### src/rtl/shift_mix_columns_pkg.sv
// Shared AES round-stage definitions: FSM encoding, reduction polynomial, byte/column index helpers.
// Also holds the ShiftRows permutation, which is pure wiring and costs no cycle.
package shift_mix_columns_pkg;

  typedef enum logic [1:0] {
    ST_IDLE = 2'd0,
    ST_CALC = 2'd1,
    ST_DONE = 2'd2
  } state_t;

  localparam logic [7:0] AES_REDUCE_POLY = 8'h1B;
  localparam int         AES_ROWS        = 4;
  localparam int         AES_COLS        = 4;

  // Byte k of the state lives at bits [127-8k -: 8]; this returns its LSB.
  function automatic int byte_lsb(input int k);
    return 120 - 8 * k;
  endfunction

  // Column c occupies bytes 4c..4c+3, i.e. bits [127-32c -: 32].
  function automatic logic [6:0] col_lsb(input logic [1:0] c);
    return {2'd3 - c, 5'd0};
  endfunction

  // s'[r][c] = s[r][(c+r) mod 4], with s[r][c] = byte r+4c.
  function automatic logic [127:0] shift_rows(input logic [127:0] s);
    logic [127:0] t;
    t = '0;
    for (int r = 0; r < AES_ROWS; r++) begin
      for (int c = 0; c < AES_COLS; c++) begin
        t[byte_lsb(r + 4 * c) +: 8] = s[byte_lsb(r + 4 * ((c + r) % 4)) +: 8];
      end
    end
    return t;
  endfunction

endpackage

### src/rtl/shift_mix_columns_mix_single_column.sv
// MixColumns on one 32-bit column (a0 in bits 31:24); combinational, no handshake.
// Kept standalone so inverse-cipher and key-schedule logic can reuse it.
module mix_single_column
  import shift_mix_columns_pkg::*;
(
  input  logic [31:0] col_in,
  output logic [31:0] col_out
);

  function automatic logic [7:0] xtime(input logic [7:0] x);
    return {x[6:0], 1'b0} ^ (x[7] ? AES_REDUCE_POLY : 8'h00);
  endfunction

  logic [7:0] a0, a1, a2, a3;
  logic [7:0] x0, x1, x2, x3;

  assign a0 = col_in[31:24];
  assign a1 = col_in[23:16];
  assign a2 = col_in[15:8];
  assign a3 = col_in[7:0];

  assign x0 = xtime(a0);
  assign x1 = xtime(a1);
  assign x2 = xtime(a2);
  assign x3 = xtime(a3);

  // 3x is expanded as xtime(x) ^ x.
  assign col_out[31:24] = x0 ^ (x1 ^ a1) ^ a2 ^ a3;
  assign col_out[23:16] = a0 ^ x1 ^ (x2 ^ a2) ^ a3;
  assign col_out[15:8]  = a0 ^ a1 ^ x2 ^ (x3 ^ a3);
  assign col_out[7:0]   = (x0 ^ a0) ^ a1 ^ a2 ^ x3;

endmodule

### src/rtl/shift_mix_columns.sv
// ShiftRows then MixColumns (bypassed on last round), one column per cycle; o_Valid 4 cycles after accept.
// Not ready while computing or holding a result; holds o_Data/o_Valid until i_Ready.
module shift_mix_columns
  import shift_mix_columns_pkg::*;
(
  input  logic         clk,
  input  logic         rst_n,
  input  logic         i_Valid,
  output logic         o_Ready,
  input  logic [127:0] i_Data,
  input  logic         i_Last_Round,
  output logic [127:0] o_Data,
  output logic         o_Valid,
  input  logic         i_Ready
);

  state_t       state;
  logic [1:0]   col;
  logic         last_q;
  logic [127:0] work;
  logic [31:0]  col_in;
  logic [31:0]  col_out;

  assign col_in = work[col_lsb(col) +: 32];
  assign o_Data = work;

  mix_single_column u_mix (
    .col_in  (col_in),
    .col_out (col_out)
  );

  always_ff @(posedge clk or negedge rst_n) begin
    if (!rst_n) begin
      state   <= ST_IDLE;
      col     <= 2'd0;
      last_q  <= 1'b0;
      work    <= '0;
      o_Valid <= 1'b0;
      o_Ready <= 1'b1;
    end else begin
      case (state)
        ST_IDLE: begin
          if (i_Valid) begin
            work    <= shift_rows(i_Data);
            last_q  <= i_Last_Round;
            col     <= 2'd0;
            o_Ready <= 1'b0;
            state   <= ST_CALC;
          end
        end
        ST_CALC: begin
          if (!last_q) begin
            work[col_lsb(col) +: 32] <= col_out;
          end
          col <= col + 2'd1;
          if (col == 2'd3) begin
            o_Valid <= 1'b1;
            state   <= ST_DONE;
          end
        end
        ST_DONE: begin
          if (i_Ready) begin
            o_Valid <= 1'b0;
            o_Ready <= 1'b1;
            state   <= ST_IDLE;
          end
        end
        default: begin
          // Unreachable encoding: fall back to an idle, empty stage.
          col     <= 2'd0;
          o_Valid <= 1'b0;
          o_Ready <= 1'b1;
          state   <= ST_IDLE;
        end
      endcase
    end
  end

endmodule

### config.mk
export PLATFORM = sky130hd
export DESIGN_NAME = shift_mix_columns
export DESIGN_NICKNAME = d
export VERILOG_FILES = /design/src/rtl/shift_mix_columns_pkg.sv /design/src/rtl/shift_mix_columns_mix_single_column.sv /design/src/rtl/shift_mix_columns.sv
export SDC_FILE = /design/constraint.sdc
export NUM_CORES = 1
export LEC_CHECK = 0
export ABC_CLOCK_PERIOD_IN_PS = 7100
export BUFFER_PORTS_ARGS = -buffer_cell sky130_fd_sc_hd__buf_2
export CORE_UTILIZATION = 50
export CTS_BUF_LIST = sky130_fd_sc_hd__clkbuf_16
export DETAILED_ROUTE_END_ITERATION = 7
export GPL_ROUTABILITY_DRIVEN = 0
export PLACE_DENSITY = 0.8
export SLEW_MARGIN = 20
export SYNTH_ARGS = -nofsm -noshare
export SYNTH_HDL_FRONTEND = slang
export SYNTH_SLANG_ARGS = --single-unit
### constraint.sdc
create_clock -name clk -period 7.1 [get_ports clk]
set_clock_uncertainty 0.2 [all_clocks]
set_input_delay 1.42 -clock clk [delete_from_list [all_inputs] [get_ports clk]]
set_output_delay 1.42 -clock clk [all_outputs]
set_load 0.01 [all_outputs]
# Word level (Yosys, flattened, before mapping)
# Index checks and enable logic that the tools add are counted.
[totals]
regBits = 135
out_inout_bits = 130
elab_cells = 70
[classes]
addsub = 3
eq_ne = 7
n_shift = 3
mux = 20
bitwise = 23
n_reduce_logical = 8
[op_table]
columns = ["operator", "n"]
rows = [
  ["128-bit 2-to-1 mux", 2],
  ["128-bit one-hot mux with 2 select lines", 1],
  ["8-bit bitwise XOR", 20],
  ["128-bit bitwise mux", 1],
  ["32-bit by 9-bit variable shift with 128-bit output, first input constant", 1],
  ["128-bit by 8-bit variable part select with 32-bit output", 1],
  ["32-bit by 9-bit variable part select with 128-bit output", 1],
  ["5-bit 2-to-1 mux", 4],
  ["2-bit one-hot mux with 3 select lines", 2],
  ["3-bit AND reduction", 4],
  ["7-bit negation with 9-bit output", 1],
  ["2-bit 2-to-1 mux", 4],
  ["2-bit inequality test, second input constant", 4],
  ["1-bit one-hot mux with 3 select lines", 2],
  ["2-bit == test, second input constant", 2],
  ["1-bit 2-to-1 mux", 4],
  ["2-bit AND reduction", 2],
  ["1-bit inverter", 3],
  ["2-bit by 1-bit adder with 2-bit output, second input constant", 1],
  ["2-bit by 1-bit == test with 1-bit output, second input constant", 1],
  ["2-bit zero test", 1],
  ["2-bit nonzero test", 1],
  ["2-bit subtractor, first input constant", 1],
]

# Depth between registers and ports, before layout
[depth]
depth_word = 12
mapped_depth = 10
ltp_nobuf = 6

# By module
# A second synthesis with hierarchy kept.
[unflattened]
cells_unflattened = 648
area_unflattened_um2 = 9230.1
[by_module_without_submodules]
columns = ["mod", "instances", "cells_each", "area_each_um2"]
rows = [
  ["shift_mix_columns", 1, 569, 7922.6],
  ["mix_single_column", 1, 79, 1307.5],
]

# Worst setup path after synthesis
# No wires, ideal clock.
[synth_path]
path_type = "input port to flip-flop"
startpoint = "input i_Valid"
endpoint = "register work[25], in the netlist o_Data[25]"
setup_time_ns = 0.090
t_arrival_ns = 2.681
required_ns = 6.810
setup_slack_ns = 4.129
cell_stages = 6
n_path_buf = 2
path_cell_list = "nand2b_1 a21o_1 or4_1 clkbuf_1 clkbuf_1 o221ai_1"
[synth_between]
elab_chain_cells = 2
[synth_lines]
columns = ["item", "line_no", "source"]
rows = [
  ["from (decl)", "shift_mix_columns.sv:8", "input logic i_Valid,"],
  ["2-bit inequality test (no source line)", "n/a", ""],
  ["3-bit AND reduction (no source line)", "n/a", ""],
  ["to (signal assigned)", "shift_mix_columns.sv:44", "work <= shift_rows(i_Data);"],
  ["to (signal, indexed assignment)", "shift_mix_columns.sv:53", "work[col_lsb(col) +: 32] <= col_out;"],
  ["to (decl)", "shift_mix_columns.sv:20", "logic [127:0] work;"],
]
# No other way between the ends.
# A chain may end at the register's enable or synchronous reset.

# Worst setup path after layout
[layout_path]
startpoint = "register col[1]"
endpoint = "register work[9], in the netlist o_Data[9]"
[layout_between]
elab_chain_cells = 12
elab_cells_between_ends = 32
cone_classes = "add/sub (2); shift (3); mux (7); bitwise (20)"
[layout_lines]
columns = ["item", "line_no", "source"]
rows = [
  ["from (decl)", "shift_mix_columns.sv:18", "logic [1:0] col;"],
  ["from (signal assigned)", "shift_mix_columns.sv:55", "col <= col + 2'd1;"],
  ["2-bit subtractor (*)", "shift_mix_columns_pkg.sv:22", "return {2'd3 - c, 5'd0};"],
  ["128-bit by 8-bit variable part select with 32-bit output", "shift_mix_columns.sv:24", "assign col_in = work[col_lsb(col) +: 32];"],
  ["5-bit 2-to-1 mux", "shift_mix_columns_mix_single_column.sv:11", "return {x[6:0], 1'b0} ^ (x[7] ? AES_REDUCE_POLY : 8'h00);"],
  ["8-bit bitwise XOR", "shift_mix_columns_mix_single_column.sv:11", ""],
  ["8-bit bitwise XOR (on tied branches) (4 in a row)", "shift_mix_columns_mix_single_column.sv:31, shift_mix_columns_mix_single_column.sv:28", ""],
  ["32-bit by 9-bit variable part select with 128-bit output", "shift_mix_columns.sv:53", ""],
  ["128-bit bitwise mux (*)", "shift_mix_columns.sv:53", ""],
  ["128-bit 2-to-1 mux (*)", "shift_mix_columns.sv:52", "if (!last_q) begin"],
  ["128-bit one-hot mux with 2 select lines (*)", "shift_mix_columns.sv:41", "case (state)"],
]
# Every way passes the cells marked *; elsewhere a longest branch is shown, timed or not. The select of a mux whose other input is x is not followed.

==> out/metrics.yaml <==
status: "finished clean"
synth_largest_area_cell: "dfrtp_1"
clk_latency_ps: 420
hold_viol: 0
dp_cells: 1150
end_kind: "flop"
num-nets-final: 1090
numCtsBuffers: 17
fin_setup_tns_ps: 0
worstMarginPinSlew_ps: 977
min_period_ps: 3660
synth_top_area_share_pct: 41.6
syn_inst: 732
place_hpwl_mm: 18.1
ys_ff_latch: 135
syn2layout_area_growth_pct: 25.0
postCtsHoldBufs: 0
grt_start_max_net_pins: 72
drtPass1Iterations: 5
drcViolationCount: 0
wl_mm: 25.1
start_kind: "flop"
critPathMaxFanout: 65
hold_class: "flop to flop"
finalNonFillerCells: 1183
viasPerCell: 6.10
grtUsageTotal_pct: 31.2
grt_antenna_before_repair: 2
place_ws_ps: 2830
cts_root_buffer: "clkbuf_16"
core-area_um2: 15800
die_h_um: 129
die_area_um2: 16600
synth_area_leaders: "dfrtp_1 (42%), o221ai_1 (14%), nand2_1 (12%)"
drive_gt1_share_pct: 35.6
num_io_pins: 263
initial_utilization_pct: 50.9
wire_per_inst_um: 21.2
grt_remaining_overflow: 0
synth_edf_count: 0
grt_pass1_vias: 6746
drt-initial-drc-count: 656
crit_type: "flop to flop"
seq_area_frac_synth_pct: 41.9
max-cap-violations: 0
rows: 46
ys.flop_type: "dfrtp_1"
fin_crit_sh_pct: 51.6
post_cts_resized: 0
grt_first_pass_wirelength_mm: 38.2
synth_nets: 869
setup_violations: 0
clk_pin_slew_ps: 60
cts_tree: "yes"
yosysWarnings: 0
cts_sinks: 135
vias: 7212
synthDistinctLibCells: 34
worstPathRequired_ps: 7220
netlist_area_um2: 8060
cp.arrival_ps: 3780
ant_nets: 0
cts_buffer_depth: 2
port_buffers: 262
postCtsSetupBuffers: 0
syn_area_per_cell_um2: 11.0
die_w_um: 129
rsz0062_at_grt: "false"
slew_headroom_pct: 34.5
cts-htree-levels: 4
finalWorstSetupSlack_ps: 3440
max_freq_mhz: 273
drv_slew: 0
async_flop_share_pct: 100
worst max-delay path, stage by stage, from the launching register on:
cell and delay, ps:
dfrtp_2 930, ha_1 410, nand3b_1 130, a21o_4 440
or4_2 1060, o221ai_1 350
layout make-up:
cell class                      instances  area (µm²)
Timing Repair Buffer                  268        1360
Multi-Input combinational cell        528        4420
Clock inverter                         15         193
Antenna cell                            1        2.50
Tap cell                              216         270
Inverter                                3        11.3
Fill cell                            1255        5760
Sequential cell                       135        3380
Clock buffer                           17         425
layer usage:
metal	wire, µm	up-vias	global-route usage, %
met5	13	-	0
met2	12500	429	51.4
met3	2040	41	6.78
met4	421	2	9.76
met1	10100	3575	41.6
li1	-	3165	-
cell families (layout without fill, tap and decap cells):
kind of cell | count (synthesis) | after routing | synth area share, %
buffers and inverters | 69 | 303 | 3.65
AND/OR/NAND/NOR | 279 | 279 | 13.6
adder cells (fa/ha/maj) | 4 | 4 | 0.621
other | 0 | 1 | 0
AO/OA/AOI/OAI | 141 | 141 | 14.9
multiplexers | 33 | 33 | 9.08
XOR/XNOR | 71 | 71 | 16.2
flip-flops | 135 | 135 | 41.9
state kept, by name, indices dropped and copies added (netlist names):
| register | count |
|---|---|
| o_Data | 128 |
| col | 2 |
| state | 2 |
| last_q | 1 |
| o_Ready | 1 |
| o_Valid | 1 |
synth_stat cells (2+ instances only):
cell type  instances
a21o_1             4
a21oi_1            5
buf_1              2
buf_2              4
buf_6              2
clkbuf_1          56
dfrtp_1          134
ha_1               4
inv_1              3
mux4_2            32
nand2_1          261
nand2b_1           4
nand3b_1           4
nor2_1             3
o21ai_0            2
o221ai_1         128
or4_1              2
xnor2_1            9
xnor2_2            6
xnor2_4            2
xnor3_1           33
xor2_1            11
xor3_1            10
worst paths after layout:
check	start	depth (start not counted)	to	slack (ps)
min in group asynchronous	rst_n	1	o_Valid	770
setup / recovery	col[1]	5	o_Data[9]	3440
hold / removal	o_Ready	2	o_Ready	290
hold reg to reg	o_Ready	2	o_Ready	290
setup reg to reg	col[1]	5	o_Data[9]	3440
max in group asynchronous	rst_n	2	col[1]	4470
stage by stage:
step | area [µm²] | hold slack (ps) | utilization, %
3_3_place_gp | 9420 | 280 | 59.5
5_1_grt | 10100 | 332 | 63.6
4_1_cts | 10000 | 296 | 63.4
6_report | 10100 | 293 | 63.6
2_1_floorplan | 8060 | 295 | -
3_5_place_dp | 9420 | 284 | 59.5
cells in the final DEF, fill, tap and decap left out, types with 2 or more instances in the layout:
cell | synthesis | layout
inv_1 | 3 | 6
buf_4 | 1 | 6
buf_2 | 4 | 261
clkbuf_16 | 0 | 17
bufinv_16 | 0 | 5
xnor2_2 | 6 | 6
dfrtp_1 | 134 | 132
a21oi_1 | 5 | 5
mux4_2 | 32 | 32
clkinv_1 | 0 | 3
a21o_4 | 0 | 4
xor3_1 | 10 | 10
dfrtp_2 | 0 | 2
xnor2_4 | 2 | 2
xnor2_1 | 9 | 9
nor2_1 | 3 | 3
xnor3_1 | 33 | 33
nand3b_1 | 4 | 4
xor2_1 | 11 | 11
o21ai_0 | 2 | 2
ha_1 | 4 | 4
nand2b_1 | 4 | 3
clkinv_2 | 0 | 4
nand2_1 | 261 | 261
o221ai_1 | 128 | 128
Power is left out: the tool's default activity adds up to more than one toggle a clock period on the data nets, which glitch-free logic cannot reach.
